## config.mk

```make
export PLATFORM = sky130hd
export DESIGN_NAME = gj_axis_uart_rx
export DESIGN_NICKNAME = d
export VERILOG_FILES = /design/src/rtl/gj_axis_uart_pkg.sv /design/src/rtl/gj_uart_sync_maj.sv /design/src/rtl/gj_axis_uart_rx.sv
export SDC_FILE = /design/constraint.sdc
export NUM_CORES = 1
export LEC_CHECK = 0
export CAP_MARGIN = 20
export CORE_MARGIN = 5
export CORE_UTILIZATION = 45
export DETAILED_ROUTE_END_ITERATION = 10
export PLACE_DENSITY = 0.65
export SKIP_LAST_GASP = 1
export SLEW_MARGIN = 20
export SYNTH_ARGS = -nofsm -noshare
export SYNTH_HDL_FRONTEND = slang
export SYNTH_SLANG_ARGS = --single-unit
export TNS_END_PERCENT = 10
```

## constraint.sdc

```tcl
create_clock -name clk -period 1.7 [get_ports clk]
set_clock_uncertainty 0.05 [all_clocks]
set_input_delay 0.34 -clock clk [delete_from_list [all_inputs] [get_ports clk]]
set_output_delay 0.34 -clock clk [all_outputs]
set_load 0.01 [all_outputs]
```

## src/rtl/gj_axis_uart_pkg.sv

```systemverilog
// Shared types and constants for the gjAxisUart receive path.
// Ticks are 16x-oversample enables; a bit lasts OVERSAMPLE ticks.
package gj_axis_uart_pkg;

    typedef enum logic [2:0] {
        IDLE,
        START,
        DATA,
        STOP,
        WAIT_IDLE
    } state_t;

    localparam int OVERSAMPLE    = 16;
    localparam int MID_START     = 8;
    localparam int BIT_LAST_TICK = 15;

endpackage

```

## src/rtl/gj_uart_sync_maj.sv

```systemverilog
// rxd metastability synchronizer plus a 3-tap sample history with majority vote.
// The history only advances on oversample ticks; the synchronizer runs every clk.
module gj_uart_sync_maj #(
    parameter int SYNC_STAGES = 2
) (
    input  logic clk,
    input  logic rst_n,
    input  logic i_en,
    input  logic i_rxd,
    output logic o_rxs,
    output logic o_maj
);

    logic [SYNC_STAGES-1:0] r_sync;
    logic [2:0]             r_hist;

    // Both chains reset to the idle-high line level so reset never looks like a start bit.
    always_ff @(posedge clk or negedge rst_n) begin
        if (!rst_n) begin
            r_sync <= '1;
            r_hist <= '1;
        end else begin
            r_sync <= {r_sync[SYNC_STAGES-2:0], i_rxd};
            if (i_en)
                r_hist <= {r_hist[1:0], r_sync[SYNC_STAGES-1]};
        end
    end

    assign o_rxs = r_sync[SYNC_STAGES-1];
    assign o_maj = (r_hist[0] & r_hist[1]) | (r_hist[0] & r_hist[2]) | (r_hist[1] & r_hist[2]);

endmodule

```

## src/rtl/gj_axis_uart_rx.sv

```systemverilog
// 16x-oversampling UART receiver (8N1-style, DATA_BITS wide) with an AXI-Stream master output.
// One holding register: a word completing while it is still occupied is dropped and flagged.
module gj_axis_uart_rx
    import gj_axis_uart_pkg::*;
#(
    parameter int DATA_BITS   = 8,
    parameter int SYNC_STAGES = 2
) (
    input  logic                 clk,
    input  logic                 rst_n,
    input  logic                 clk_enX16,
    input  logic                 rxd,
    output logic [DATA_BITS-1:0] m_axis_tdata,
    output logic                 m_axis_tvalid,
    input  logic                 m_axis_tready,
    output logic                 frame_err,
    output logic                 overrun
);

    localparam int BW = $clog2(DATA_BITS);

    logic                 w_rxs;
    logic                 w_maj;
    state_t               r_state;
    logic [3:0]           r_tick;
    logic [BW-1:0]        r_bit;
    logic [DATA_BITS-1:0] r_shift;
    logic [DATA_BITS-1:0] r_tdata;
    logic                 r_tvalid;
    logic                 r_ferr;
    logic                 r_ovr;

    gj_uart_sync_maj #(.SYNC_STAGES(SYNC_STAGES)) u_sync (
        .clk   (clk),
        .rst_n (rst_n),
        .i_en  (clk_enX16),
        .i_rxd (rxd),
        .o_rxs (w_rxs),
        .o_maj (w_maj)
    );

    always_ff @(posedge clk or negedge rst_n) begin
        if (!rst_n) begin
            r_state  <= IDLE;
            r_tick   <= '0;
            r_bit    <= '0;
            r_shift  <= '0;
            r_tdata  <= '0;
            r_tvalid <= 1'b0;
            r_ferr   <= 1'b0;
            r_ovr    <= 1'b0;
        end else begin
            r_ferr <= 1'b0;
            r_ovr  <= 1'b0;
            if (r_tvalid && m_axis_tready)
                r_tvalid <= 1'b0;

            if (clk_enX16) begin
                case (r_state)
                    IDLE: begin
                        if (!w_rxs) begin
                            r_tick  <= '0;
                            r_state <= START;
                        end
                    end
                    START: begin
                        r_tick <= r_tick + 4'd1;
                        // Mid start bit: a high majority means the edge was noise.
                        if (r_tick == 4'(MID_START - 1)) begin
                            if (w_maj) begin
                                r_state <= IDLE;
                            end else begin
                                r_tick  <= '0;
                                r_bit   <= '0;
                                r_state <= DATA;
                            end
                        end
                    end
                    DATA: begin
                        r_tick <= r_tick + 4'd1;
                        if (r_tick == 4'(BIT_LAST_TICK)) begin
                            r_shift <= {w_maj, r_shift[DATA_BITS-1:1]};
                            r_bit   <= r_bit + BW'(1);
                            if (r_bit == BW'(DATA_BITS - 1))
                                r_state <= STOP;
                        end
                    end
                    STOP: begin
                        r_tick <= r_tick + 4'd1;
                        if (r_tick == 4'(BIT_LAST_TICK)) begin
                            if (!w_maj) begin
                                r_ferr  <= 1'b1;
                                r_state <= WAIT_IDLE;
                            end else begin
                                // Leaving at mid stop bit lets a back-to-back start edge be caught.
                                r_state <= IDLE;
                                if (r_tvalid && !m_axis_tready) begin
                                    r_ovr <= 1'b1;
                                end else begin
                                    r_tdata  <= r_shift;
                                    r_tvalid <= 1'b1;
                                end
                            end
                        end
                    end
                    WAIT_IDLE: begin
                        if (w_maj)
                            r_state <= IDLE;
                    end
                    default: r_state <= IDLE;
                endcase
            end
        end
    end

    assign m_axis_tdata  = r_tdata;
    assign m_axis_tvalid = r_tvalid;
    assign frame_err     = r_ferr;
    assign overrun       = r_ovr;

endmodule

```

* Word level (Yosys, flattened, before mapping)
Index checks and enable logic that the tools add are counted.
** Cells by class
- $add $sub $neg :: 2
- Eq/ne operators :: 14
- Muxes and demuxes :: 32
- Bitwise gates (word level) :: 6
- Reduce and logical (&&, ||, !) cells :: 12
** Operators with widths (count)
- $mux 3 :: 10
- $mux 1 :: 15
- $pmux 3 s5 :: 1
- $ne 2x2->1 const B :: 7
- $mux 4 :: 3
- $pmux 4 s3 :: 1
- $reduce_and 5->1 :: 2
- $reduce_and 7->1 :: 1
- $eq 3x2->1 const B :: 2
- $eq 3x3->1 const B :: 2
- $pmux 3 s2 :: 1
- $reduce_and 3->1 :: 2
- $add 4x1->4 const B :: 1
- $eq 4x3->1 const B :: 1
- $eq 4x4->1 const B :: 1
- $add 3x1->3 const B :: 1
- $and 1x1->1 :: 3
- $eq 3x1->1 const B :: 1
- $logic_not 3->1 :: 1
- $reduce_bool 3->1 :: 1
- $logic_and 1x1->1 :: 2
- $mux 2 :: 1
- $or 1x1->1 :: 2
- $reduce_bool 2->1 :: 1
- other kinds (3) :: 3
** Word-level totals
- Register bits after elaboration :: 34
- Bits of input ports :: 5
- Output and inout port bits :: 11
- Logic and storage cells :: 76

* Longest topological paths before layout
- Depth after elaboration :: 7
- Mapped depth :: 6
- Gate-level depth less buffers :: 6

* Cells and area by module
From an unflattened synthesis, not the netlist that was laid out.
** Unflattened totals
- Cells, all modules :: 120
- Area total of the unflattened synthesis :: 1604.0 um^2
** By module, submodules not included
- gj_axis_uart_rx :: times used 1, cells an instance 111, area each 1427.6 um^2, sequential area each 725.7 um^2
- gj_uart_sync_maj :: times used 1, cells an instance 9, area each 176.4 um^2, sequential area each 131.4 um^2

* Worst setup path after synthesis
OpenSTA, ideal clock, no wires.
- Path type :: reg2reg
- Start :: reg r_tick[0]
- End :: reg r_tdata[0], in the netlist m_axis_tdata[0]
- Setup time :: 0.125 ns
- Arrival :: 1.542 ns
- Data required time :: 1.525 ns
- Path slack :: -0.017 ns
- Cell stages (with the launch flop) :: 7
- Path buffers :: 1
- Clock period less this slack :: 1.717 ns
- Cells stage by stage :: dfrtp_1 ha_1 and4b_4 nand4_1 nand2b_4 buf_6 mux2_4
** Between the ends
- Longest elaborated chain between the ends :: 2
** Ends and longest elaborated chain
- start, declared :: line gj_axis_uart_rx.sv:25 : logic [3:0] r_tick;
- start signal, assigned :: line gj_axis_uart_rx.sv:67 : r_tick <= r_tick + 4'd1;
- start signal, assigned :: line gj_axis_uart_rx.sv:80 : r_tick <= r_tick + 4'd1;
- start signal, assigned :: line gj_axis_uart_rx.sv:89 : r_tick <= r_tick + 4'd1;
- $eq 4x4->1 :: line gj_axis_uart_rx.sv:90 : if (r_tick == 4'(BIT_LAST_TICK)) begin
- $reduce_and 5->1 (no line)
- end signal, assigned :: line gj_axis_uart_rx.sv:100 : r_tdata <= r_shift;
- end, declared :: line gj_axis_uart_rx.sv:28 : logic [DATA_BITS-1:0] r_tdata;
No other way between the ends.
A chain may end at the register's enable or synchronous reset.

* Final worst setup path
- Start :: reg r_tick[0]
- End :: reg r_tdata[7], in the netlist m_axis_tdata[7]
Same word-level chain as after synthesis.

==> qor.yml <==
status:
  outcome: "finished clean"
power:
  finalPower_mw: 2.264
  p_per_area_nw_per_um2: 1144
  peakVddDrop_mv: 0.6677
  p_leak_nw: 0.9251
cts:
  cts_tree: "yes"
  clkSinkCount: 34
  clk_latency_ns: 0.34
  cts_buffers: 5
  cts_max_path_buffers: 2
  clkSlewWorstSetupHoldPaths_ns: 0.11
  root_buffer: "clkbuf_4"
  h-tree-depth: 2
finish:
  syn_to_final_growth_pct: 26.16
  register_area_um2: 857.1
  nets: 163
  fin_area_um2: 1979
  num-fill-cells: 298
  drive_above_1_share: 0.3718
  n_antenna_cell: 0
  multi_input_comb_area_um2: 679.4
  layout_common_cells: "29 x dfrtp_1, 16 x buf_4, 15 x clkdlybuf4s50_1, 11 x mux2_2, 8 x mux2_4"
  final_common_cell: "dfrtp_1"
worst_setup_path:
  path_class: "reg2reg"
  critPathLaunchType: "register"
  cp_max_fo: 8
  endpoint_kind: "register"
  reg2reg_depth: 5
  worstPathArrival_ns: 1.85
  r2r-start: "r_tick[0]"
  required_ns: 1.88
  r2r-end: "m_axis_tdata[7]"
  rrSetupSlack_ns: 0.03
timing:
  tightest_slew_ns: 0.3228
  relSlewSlack: 0.7821
  fin_crit_sh: 0.9830
  fmax_mhz: 598.4
  hold_viol: 0
  setup_tns_ns: 0
  setup_viol: 0
  rsz0062_at_grt: "true"
  finalCriticalPeriod_ns: 1.671
  timing.final.ws_setup_ns: 0.02886
  drv_slew: 0
floorplanning:
  rows: 21
  initial_utilization: 0.4665
  die_w_um: 69.05
  io_pins: 16
  core_area_um2: 3363
  die_height_um: 69.05
  die-area_um2: 4768
detailed_routing:
  wl_um: 2812
  viasPerCell: 5.243
  antenna_left: 0
  vias: 1059
  first_pass_iters: 4
  drc: 0
  drt_iter0_markers: 45
  routedWlPerCell_um: 13.92
grt:
  grt_pass1_vias: 1046
  grt_pass1_wl_um: 4802
  track_usage: 0.1263
  grt_max_degree: 35
  antenna_found_initial: 0
  grt.overflow.total: 0
synthesis:
  syn_inst: 121
  syn_area_per_cell_um2: 12.97
  ys_seq_elements: 34
  synthArstFlopShare: 1.000
  yosys_warnings: 0
  ys_seq_area_frac: 0.5463
  synth_ff_type: "dfrtp_1"
  synth_area_um2: 1569
  syn_nets: 129
  yosysUniqueCellTypes: 37
  synth_edf_count: 0
placement:
  gp_congestion: 0.8670
  place_area_um2: 1898
  dp_slack_ns: -0.3097
  dp_hpwl_um: 2075
  numPortBuffers: 15
worst_hold_path:
  min_path_type: "in2async"
run:
  max-cap-violations: 0
==> registers in the layout, summed over array words and instances, names as in the netlist <==
register,cells
u_sync.r_sync,2
r_bit,3
m_axis_tvalid,1
frame_err,1
r_state,3
m_axis_tdata,8
u_sync.r_hist,3
overrun,1
r_tick,4
r_shift,8
==> critical path, cell delays in order (launching register included) <==
cell and delay, ns:
dfrtp_1 0.41, ha_4 0.18, and4b_4 0.24, nand4_1 0.12, nand2b_4 0.24, mux2_4 0.32
==> through the flow <==
step / std cells / utilization / hold slack (ns)
6_report: 202 / 0.5885 / 0.3038
5_1_grt: 202 / 0.5885 / 0.2987
4_1_cts: 202 / 0.5863 / 0.2950
3_5_place_dp: 194 / 0.5644 / 0.2998
3_3_place_gp: 194 / 0.5644 / 0.2973
2_1_floorplan: 121 / - / -0.005591
==> worst max-delay path by stage <==
| stage | endpoint | startpoint | cells past startpoint | slack, ns |
|---|---|---|---|---|
| 2_1_floorplan | m_axis_tdata[0] | r_tick[0] | 6 | 0.004 |
| 3_3_place_gp | m_axis_tdata[5] | clk_enX16 | 5 | -0.26 |
| 3_5_place_dp | m_axis_tdata[7] | clk_enX16 | 5 | -0.31 |
| 4_1_cts | r_state[0] | r_bit[0] | 6 | -0.004 |
| 5_1_grt | m_axis_tdata[7] | r_tick[0] | 5 | -0.05 |
| 6_report | m_axis_tdata[7] | r_tick[0] | 5 | 0.03 |
==> area by class of cell <==
cell class              count  area share
well taps                  46     0.02908
multi-input cells          78      0.3432
clock buffers               6     0.02592
inverters                   3    0.005689
repair buffers             33      0.1568
clock inverters             2    0.006321
flip-flops and latches     34      0.4330
==> layer usage <==
layer / GRT usage / routed length (um) / vias up
met5: 0 / 0 / -
met1: 0.1660 / 1383 / 514
li1: - / - / 512
met3: 0.04942 / 140 / 4
met2: 0.1875 / 1259 / 29
met4: 0.04772 / 29 / 0
==> cells in the mapped netlist, drive strengths merged (3+ instances only) <==
| library cell | n | share of area |
|---|---|---|
| a21oi | 4 | 0.013 |
| a22o | 3 | 0.017 |
| buf | 6 | 0.026 |
| dfrtp | 29 | 0.46 |
| dfstp | 5 | 0.084 |
| ha | 3 | 0.024 |
| inv | 3 | 0.0072 |
| mux2 | 19 | 0.16 |
| nand2 | 7 | 0.017 |
| nand2b | 4 | 0.021 |
| nor2 | 6 | 0.016 |
| nor3 | 3 | 0.0096 |
| o21ai | 4 | 0.013 |
==> repair_timing <==
action | in CTS | in global routing
gates resized for setup | 1 | 1
setup buffers | 0 | 0
hold buffers | 0 | 0
endpoints found under the setup margin | 7 | 15
==> power by group <==
group	switching (mW)	leakage [nW]	total, mW	internal (mW)
clock network	0.269	0.0343	0.467	0.199
registers	0.128	0.434	1.08	0.954
logic	0.320	0.457	0.715	0.395
==> cells by family after synthesis <==
family          after synthesis  share of synthesized area
compound gates               22                     0.1013
fa+ha+maj                     4                    0.03110
mux                          19                     0.1555
simple gates                 33                     0.1324
flops                        34                     0.5463
buf+inv                       9                    0.03349
No activity file was read; power rests on OpenSTA's default activity.
